File: config.mk
export PLATFORM = sky130hd
export DESIGN_NAME = code_converter_pipe
export DESIGN_NICKNAME = d
export VERILOG_FILES = /design/src/rtl/code_conv_pkg.sv /design/src/rtl/code_conv_core.sv /design/src/rtl/code_converter_pipe.sv
export SDC_FILE = /design/constraint.sdc
export NUM_CORES = 1
export LEC_CHECK = 0
export ABC_AREA = 1
export CAP_MARGIN = 20
export CORE_MARGIN = 2
export CORE_UTILIZATION = 49
export CTS_CLUSTER_SIZE = 10
export DETAILED_ROUTE_END_ITERATION = 7
export GPL_TIMING_DRIVEN = 0
export PLACE_DENSITY = 0.77
export SYNTH_ARGS = -nofsm -noshare
export SYNTH_HDL_FRONTEND = slang
export SYNTH_SLANG_ARGS = --single-unit
export TNS_END_PERCENT = 50
File: constraint.sdc
create_clock -name clk -period 1.53 [get_ports clk]
set_clock_uncertainty 0.05 [all_clocks]
set_input_delay 0.2295 -clock clk [delete_from_list [all_inputs] [get_ports clk]]
set_output_delay 0.2295 -clock clk [all_outputs]
set_load 0.05 [all_outputs]
File: src/rtl/code_conv_pkg.sv
// code_conv_pkg
//   Shared definitions for the code converter and the blocks that exchange
//   coded counts with it (encoders, CDC pointer logic).
//   code_mode_t : 2-bit conversion selector
//   MODE_*      : the four conversion modes
package code_conv_pkg;

  typedef logic [1:0] code_mode_t;

  localparam code_mode_t MODE_B2G = 2'b00;  // binary -> Gray
  localparam code_mode_t MODE_G2B = 2'b01;  // Gray -> binary
  localparam code_mode_t MODE_B2X = 2'b10;  // binary -> excess-BIAS
  localparam code_mode_t MODE_X2B = 2'b11;  // excess-BIAS -> binary

endpackage

File: src/rtl/code_conv_core.sv
// code_conv_core
//   Purely combinational WIDTH-bit code conversion.
//   d    in   WIDTH  input code word
//   mode in   2      conversion selector (code_mode_t)
//   q    out  WIDTH  converted word
//   wrap out  1      excess arithmetic wrapped modulo 2**WIDTH (0 for Gray modes)
module code_conv_core
  import code_conv_pkg::*;
#(
  parameter int WIDTH = 4,
  parameter int BIAS  = 3
) (
  input  logic [WIDTH-1:0] d,
  input  code_mode_t       mode,
  output logic [WIDTH-1:0] q,
  output logic             wrap
);

  localparam logic [WIDTH:0]   BIAS_EXT = (WIDTH+1)'(BIAS);
  localparam logic [WIDTH-1:0] BIAS_W   = WIDTH'(BIAS);

  logic [WIDTH:0]   sum_b2x;
  logic [WIDTH-1:0] diff_x2b;
  logic [WIDTH-1:0] bin_g2b;

  // Carry out of the WIDTH+1-bit add is the wrap indication.
  assign sum_b2x  = {1'b0, d} + BIAS_EXT;
  assign diff_x2b = d - BIAS_W;

  // Gray decode is a prefix XOR running from the MSB downwards.
  always_comb begin
    bin_g2b = '0;
    bin_g2b[WIDTH-1] = d[WIDTH-1];
    for (int i = WIDTH - 2; i >= 0; i--) begin
      bin_g2b[i] = bin_g2b[i+1] ^ d[i];
    end
  end

  always_comb begin
    q    = '0;
    wrap = 1'b0;
    case (mode)
      MODE_B2G: q = d ^ (d >> 1);
      MODE_G2B: q = bin_g2b;
      MODE_B2X: begin
        q    = sum_b2x[WIDTH-1:0];
        wrap = sum_b2x[WIDTH];
      end
      MODE_X2B: begin
        q    = diff_x2b;
        wrap = (d < BIAS_W);
      end
      default: begin
        q    = '0;
        wrap = 1'b0;
      end
    endcase
  end

endmodule

File: src/rtl/code_converter_pipe.sv
// code_converter_pipe
//   Two-stage valid/ready pipeline around code_conv_core. One word per cycle
//   while out_ready=1; the mode travels with each word.
//   clk, rst_n            clock, asynchronous active-low reset
//   in_valid/in_ready     input handshake
//   in_data, in_mode      input word and its conversion mode
//   out_valid/out_ready   output handshake
//   out_data, out_mode    converted word and the mode that produced it
//   out_wrap              excess arithmetic wrapped (qualified by out_valid)
module code_converter_pipe
  import code_conv_pkg::*;
#(
  parameter int WIDTH = 4,
  parameter int BIAS  = 3
) (
  input  logic             clk,
  input  logic             rst_n,
  input  logic             in_valid,
  output logic             in_ready,
  input  logic [WIDTH-1:0] in_data,
  input  code_mode_t       in_mode,
  output logic             out_valid,
  input  logic             out_ready,
  output logic [WIDTH-1:0] out_data,
  output code_mode_t       out_mode,
  output logic             out_wrap
);

  logic             s1_valid_q, s1_valid_d;
  logic [WIDTH-1:0] s1_data_q,  s1_data_d;
  code_mode_t       s1_mode_q,  s1_mode_d;
  logic             s2_valid_q, s2_valid_d;
  logic [WIDTH-1:0] s2_data_q,  s2_data_d;
  code_mode_t       s2_mode_q,  s2_mode_d;
  logic             s2_wrap_q,  s2_wrap_d;
  // Keeps in_ready low while in reset; rises on the first edge after release.
  logic             run_q,      run_d;

  logic             adv1, adv2;
  logic [WIDTH-1:0] core_q;
  logic             core_wrap;

  code_conv_core #(.WIDTH(WIDTH), .BIAS(BIAS)) u_core (
    .d    (s1_data_q),
    .mode (s1_mode_q),
    .q    (core_q),
    .wrap (core_wrap)
  );

  assign adv2     = ~s2_valid_q | out_ready;
  assign adv1     = ~s1_valid_q | adv2;
  assign in_ready = adv1 & run_q;

  always_comb begin
    run_d      = 1'b1;
    s1_valid_d = s1_valid_q;
    s1_data_d  = s1_data_q;
    s1_mode_d  = s1_mode_q;
    s2_valid_d = s2_valid_q;
    s2_data_d  = s2_data_q;
    s2_mode_d  = s2_mode_q;
    s2_wrap_d  = s2_wrap_q;
    if (adv1) begin
      s1_valid_d = in_valid & in_ready;
      // Payload only loads on a real transfer so idle inputs do not toggle S1.
      if (in_valid & in_ready) begin
        s1_data_d = in_data;
        s1_mode_d = in_mode;
      end
    end
    if (adv2) begin
      s2_valid_d = s1_valid_q;
      if (s1_valid_q) begin
        s2_data_d = core_q;
        s2_mode_d = s1_mode_q;
        s2_wrap_d = core_wrap;
      end
    end
  end

  always_ff @(posedge clk or negedge rst_n) begin
    if (!rst_n) begin
      run_q      <= 1'b0;
      s1_valid_q <= 1'b0;
      s1_data_q  <= '0;
      s1_mode_q  <= MODE_B2G;
      s2_valid_q <= 1'b0;
      s2_data_q  <= '0;
      s2_mode_q  <= MODE_B2G;
      s2_wrap_q  <= 1'b0;
    end else begin
      run_q      <= run_d;
      s1_valid_q <= s1_valid_d;
      s1_data_q  <= s1_data_d;
      s1_mode_q  <= s1_mode_d;
      s2_valid_q <= s2_valid_d;
      s2_data_q  <= s2_data_d;
      s2_mode_q  <= s2_mode_d;
      s2_wrap_q  <= s2_wrap_d;
    end
  end

  assign out_valid = s2_valid_q;
  assign out_data  = s2_data_q;
  assign out_mode  = s2_mode_q;
  assign out_wrap  = s2_wrap_q;

endmodule

==> results.tsv, run 1 <==
metric	value	unit
synthesized instance count	117	
startpoint types	flop	
PD cells	1320	nW/µm²
Die ar.	2270	µm²
CP arrival	1190	ps
Die W	47.7	µm
routed via count	808	
CP Capture Type	output port	
synthesized flop and latch total	16	
Yosys cell types	20	
Nets	159	
CTS tree	yes	
Antenna diodes	0	
worst slew pin tran	691	ps
HPWL after DPL	1400	µm
Max IR drop VDD	0.000664	V
Buf+Inv Stages, Crit Path	1	
cell area after synthesis	935	µm²
layout filler cell count	167	
fraction of registers with async set or reset after synthesis	100	%
routability congestion estimate from global placement	0.817	
max_cap viols	0	
Slew headroom	53.8	%
cell family with most CP delay	buffers and inverters	
critical path's slowest cell	clkdlybuf4s15_1	
Avg WL per Cell	11.2	µm
area leader, netlist	dfrtp_1	
gr usage total	19.5	%
largest net degree at the start of global routing	17	
Layout Cells excl Fill	166	
Reg clk slew, reported paths	100	ps
I/O pin total	19	
Routed WL	1860	µm
Post-Syn Nets	134	
Root Buffer	clkbuf_4	
most common cell in the synthesized netlist	nand2_1	
area grow syn2layout	28.5	%
number of global-route vias before repair	731	
critical-path maximum fanout	3	
Leak	0.000629	µW
Post-synth EDFFs	0	
Total Power	1580	µW
Num CTS Buffers	3	
Core Footprint	1760	µm²
Synth top cells by count	nand2_1, dfrtp_1, inv_1, nand3_1, ha_1	
antenna violations before repair	0	
Antenna Nets Post-Route	0	
Initial Utilization	53.0	%
latest clock arrival within the worst-skew pair	290	ps
crit path time final	1470	ps
CTS Buffer Depth	2	
RSZ-0062 raised after global routing	no	
final period utilization	96.2	%
layout cells sized above 1	19.1	%
final hold vios	0	
IO Port Bufs	18	
Crit Path Class	flop to output port	
H-tree Lvls	1	
DR DRC count	0	
Final Slew Violations	0	
Cells after DPL	160	
CP Data Required Time	1250	ps
DR vias/cell	4.87	
Initial DRC Count	36	
syn avg cell area	7.99	µm²
top post-synthesis cells by area	dfrtp_1, nand2_1, ha_1	
Pre-Repair DR Iteration Count	5	
min setup slack post-route	58.7	ps
status	completed	
Syn. warnings	0	
die height	47.7	µm
predominant post-synthesis flop cell	dfrtp_1	
max incr delay on CP	510	ps
CP cell instances	clkdlybuf4s15_1	
row count	15	
Final Setup Violations	0	
HP Class	input pin to async pin	
GR Overflow Total	0	
pre-CTS setup slack	-493	ps
register area share after synthesis	42.8	%
f_max	680	MHz
first-pass GRT wire length	3040	µm
share of the synthesized area in the top cell type	42.8	%
clock tree sinks	16	
==> layout make-up <==
class | count | area [µm²] | share of cell area [%]
plain buffers | 2 | 22.5 | 1.88
clock buffers | 4 | 36.3 | 3.02
inverters | 17 | 66.3 | 5.52
multi-input cells | 82 | 460 | 38.3
flip-flops and latches | 16 | 403 | 33.5
well taps | 25 | 31.3 | 2.60
repair buffers | 20 | 181 | 15.1
==> power by group <==
part	total, µW	internal (µW)	switching (µW)	leakage [µW]
combinational	715	229	486	0.000423
clock	284	145	139	0.0000210
sequential	581	516	65.5	0.000185
==> what timing repair did <==
item	CTS	global route
pin swaps	0	0
setup endpoints to repair	11	4
setup buffers	0	2
hold buffers	0	0
resized for setup	12	6
==> path summary, 6_finish.rpt <==
path / end / slack (ps) / depth (start not counted) / from
min in group clk: out_data[3] / 430 / 2 / out_data[3]
min reg2reg: out_data[3] / 430 / 2 / out_data[3]
max: out_valid / 60 / 1 / out_valid
max in group asynchronous: s1_data_q[2] / 650 / 1 / rst_n
max reg2reg: out_data[0] / 100 / 9 / s1_data_q[2]
min: out_mode[1] / 300 / 1 / rst_n
==> logic make-up after synthesis <==
logic type / after synthesis / share of synthesized area [%]
adder cells (fa/ha/maj): 7 / 9.37
AND/OR/NAND/NOR: 64 / 31.5
other: 1 / 0.401
AO/OA/AOI/OAI: 10 / 6.69
flip-flops: 16 / 42.8
buffers and inverters: 19 / 9.24
==> stage by stage <==
stage | utilization (%) | hold WS (ps) | area, µm² | setup TNS [ps]
finish | 68.1 | 297 | 1200 | 0
floorplan | - | -116 | 935 | 0
CTS | 66.5 | 348 | 1170 | -191
global placement | 65.0 | 416 | 1150 | -502
detailed placement | 65.0 | 424 | 1150 | -614
global route | 68.1 | 365 | 1200 | 0
==> layout by cell type, fill, tap and decap left out, drive strengths merged <==
cell,n
dlygate4sd2,7
clkbuf,4
ha,7
clkdlybuf4s50,9
a21oi,7
nand2,36
nor2,11
dfrtp,16
nand4,1
clkdlybuf4s15,1
inv,17
a31oi,1
o21ai,2
or2,1
conb,1
nand3,14
buf,5
nand3b,1
==> state kept, by name (all words and copies together), names as in the netlist <==
| name | count |
|---|---|
| out_data | 4 |
| s1_data_q | 4 |
| out_mode | 2 |
| s1_mode_q | 2 |
| out_valid | 1 |
| out_wrap | 1 |
| run_q | 1 |
| s1_valid_q | 1 |
==> layer usage <==
metal | track usage [%] | vias to the layer above | share of wire (%)
met4 | 6.49 | 0 | 1.4
li1 | - | 409 | -
met1 | 23.4 | 369 | 44
met3 | 2.26 | 5 | 4.1
met2 | 35.9 | 25 | 50
met5 | 0 | - | 0
Note: power is estimated with default switching activity, not from simulation.
==> inputs of run 2 (changes only) <==
--- a/config.mk
+++ b/config.mk
@@ -6,7 +6,6 @@
 export NUM_CORES = 1
 export LEC_CHECK = 0
 export ABC_AREA = 1
-export CAP_MARGIN = 20
 export CORE_MARGIN = 2
 export CORE_UTILIZATION = 49
 export CTS_CLUSTER_SIZE = 10
==> results of run 2 <==
The final DEF is identical to that of run 1; final timing and power are the same.
==> edit (config.mk and constraints of run 1) <==
Take the reset off `s1_data_q` and load it in a clocked block of its own.
--- a/src/rtl/code_converter_pipe.sv
+++ b/src/rtl/code_converter_pipe.sv
@@ -83,5 +83,4 @@
       run_q      <= 1'b0;
       s1_valid_q <= 1'b0;
-      s1_data_q  <= '0;
       s1_mode_q  <= MODE_B2G;
       s2_valid_q <= 1'b0;
@@ -92,5 +91,4 @@
       run_q      <= run_d;
       s1_valid_q <= s1_valid_d;
-      s1_data_q  <= s1_data_d;
       s1_mode_q  <= s1_mode_d;
       s2_valid_q <= s2_valid_d;
@@ -99,4 +97,8 @@
       s2_wrap_q  <= s2_wrap_d;
     end
+  end
+
+  always_ff @(posedge clk) begin
+    s1_data_q <= s1_data_d;
   end
 
Function: no difference found for any inputs over 10 cycles, from zero or initial values and one cycle with rst_n low; that may be too few to reach the edited logic, so the function may still have changed.
==> edit against run 1 <==
- design area increased by 1.4%
- first-iteration DRC count down 44%
- synthesized area fell by 3.9%
- clock power grew 3%
- highest routed layer unchanged
- register-to-register slack got worse by 0.06 ns
- non-clock buffer count rose by 6
- final cell count fell by 1.8%
- sequential cell count is the same
- routed wire length rose by 5.5%
- worst setup slack got worse by 0.022 ns
- power decreased by 12%
==> edit: results (changes against run 1) <==
- Status: finished, final reports clean
- Nets: 156 (-1.9%)
- Pre-antenna DRT Iters: 4 (-1)
- Synth top cells by count: nand2_1 (32), dfrtp_1 (12), inv_1 (11), nand3_1 (10)
- Routed length per instance: 12.0 µm (+7.4%)
- Dpl cells: 149 (-6.9%)
- Antenna violations before repair: 0 (unchanged)
- Post-synthesis sequential area ratio: 0.468 (+0.0396)
- Origin of the critical flop-to-flop path: s1_data_q[2]
- Largest net degree at the start of global routing: 13 (-4)
- Total net switching power: 573 µW (-17%)
- Crit path largest cell delay: 0.46 ns (-0.05 ns)
- Hold Path Class: primary input to async pin
- Final setup viols: 0 (unchanged)
- Fin crit period: 1.49 ns (+0.0222 ns)
- GPL Wtd Cong: 0.771 (-5.6%)
- Pleak: 0.630 nW (+0.23%)
- IO buf count: 18 (unchanged)
- CP startpoint kind: flip-flop
- Ys flop type: dfrtp_1
- First-pass GRT wire length: 2860 µm (-6.1%)
- DP Wirelength: 1290 µm (-8.0%)
- Max FO, Critical Path: 5 (+2)
- Post-Place Worst Slack: -0.521 ns (-0.0282 ns)
- Max Root-Sink Buffers: 2 (unchanged)
- Post-Syn Nets: 123 (-8.2%)
- Synth area leaders: dfrtp_1 (33%), edfxtp_1 (13%), nand2_1 (13%)
- Worst-Margin Slew: 0.517 ns (-0.174 ns)
- Async set or reset register ratio after synthesis: 0.750 (-0.250)
- Max VDD drop: 0.611 mV (-7.9%)
- Fraction of layout cells with a size suffix above 1: 0.239 (+0.0476)
- Worst skew pair latency: 0.30 ns
- Setup slack on the worst flop-to-flop path: 0.04 ns (-0.06 ns)
- Number of flops mapped to enable cells by yosys: 4 (+4)
- Slowest cell on crit path: edfxtp_1
- Diodes inserted: 0 (unchanged)
- GR Util All Layers: 0.186 (-0.00931)
- CP endpoint: out_data[1]
- Worst EP arrival: 1.63 ns (+0.44 ns)
- Htree depth: 1 (unchanged)
- Initial drt markers: 20 (-44%)
- Number of fill cells: 136 (-19%)
- Post-Route WL: 1960 µm (+5.5%)
- Vias in the first global route: 736 (+0.68%)
- DR vias: 790 (-2.2%)
- Unique masters post-synth: 20 (unchanged)
- Synthesized instance count: 106 (-9.4%)
- Dominant delay contributor by cell family on the critical path: flip-flops
==> edit: cell count changes after synthesis, moves of 3 or more <==
cell / delta
dfrtp_1: -4
edfxtp_1: +4
a21oi_2: -3
nor2_2: -4
inv_1: -3
nand3_1: -3
==> edit: cell type report <==
| type | instances | area share |
|---|---|---|
| clock buffers | 4 | 0.0298 |
| repair buffers | 28 | 0.196 |
| multi-input cells | 74 | 0.349 |
| inverters | 16 | 0.0534 |
| flip-flops and latches | 16 | 0.345 |
| well taps | 25 | 0.0257 |
==> edit: power by group through the flow <==
stage          Combinational [mW]  Sequential (mW)  Clock (mW)
4_1_cts                     0.521            0.561       0.292
2_1_floorplan               0.166            0.772           0
3_3_place_gp                0.547            0.567           0
3_5_place_dp                0.557            0.573           0
6_report                    0.543            0.559       0.293
5_1_grt                     0.585            0.568       0.330
==> edit: per-layer routing <==
layer / share of wire / track usage
met3: 0.049 / 0.0423
met1: 0.41 / 0.204
met2: 0.51 / 0.323
met4: 0.022 / 0.111
met5: 0 / 0
==> edit: repair_timing <==
item / in CTS / in global routing
resized for setup: 13 / 6
setup endpoints to repair: 11 / 4
buffers inserted: 0 / 10
pin swaps: 0 / 2
endpoints found under the hold margin: 0 / 0
==> edit: worst reg2reg max path: stages, from the launching register on <==
cell,delay [ns]
edfxtp_1,0.46
inv_2,0.14
ha_4,0.22
inv_1,0.05
nand2_1,0.05
nand2_1,0.08
nand2_1,0.08
buf_4,0.14
nand2_1,0.05
a21oi_1,0.06
==> edit: cell families after synthesis <==
family | count (synthesis) | synth area share
and+or+nand+nor | 56 | 0.287
other | 1 | 0.00417
adders and majority gates | 7 | 0.0975
buffers and inverters | 16 | 0.0724
AOI/OAI and AO/OA | 9 | 0.0613
DFF | 16 | 0.468
xor gates and xnor gates | 1 | 0.00975
==> edit: worst min-delay path by stage <==
stage | depth (start not counted) | startpoint | end
after floorplan | 0 | rst_n | out_data[0]
after global placement | 2 | out_data[0] | out_data[0]
after detailed placement | 2 | out_data[0] | out_data[0]
after CTS | 1 | rst_n | out_mode[0]
after global routing | 1 | rst_n | out_data[3]
final | 1 | rst_n | out_data[3]
==> edit: metrics by stage <==
step | hold slack, ns | area [µm²]
5_1_grt | 0.236 | 1220
3_3_place_gp | 0.417 | 1110
6_report | 0.209 | 1220
3_5_place_dp | 0.431 | 1110
4_1_cts | 0.249 | 1150
2_1_floorplan | -0.116 | 898
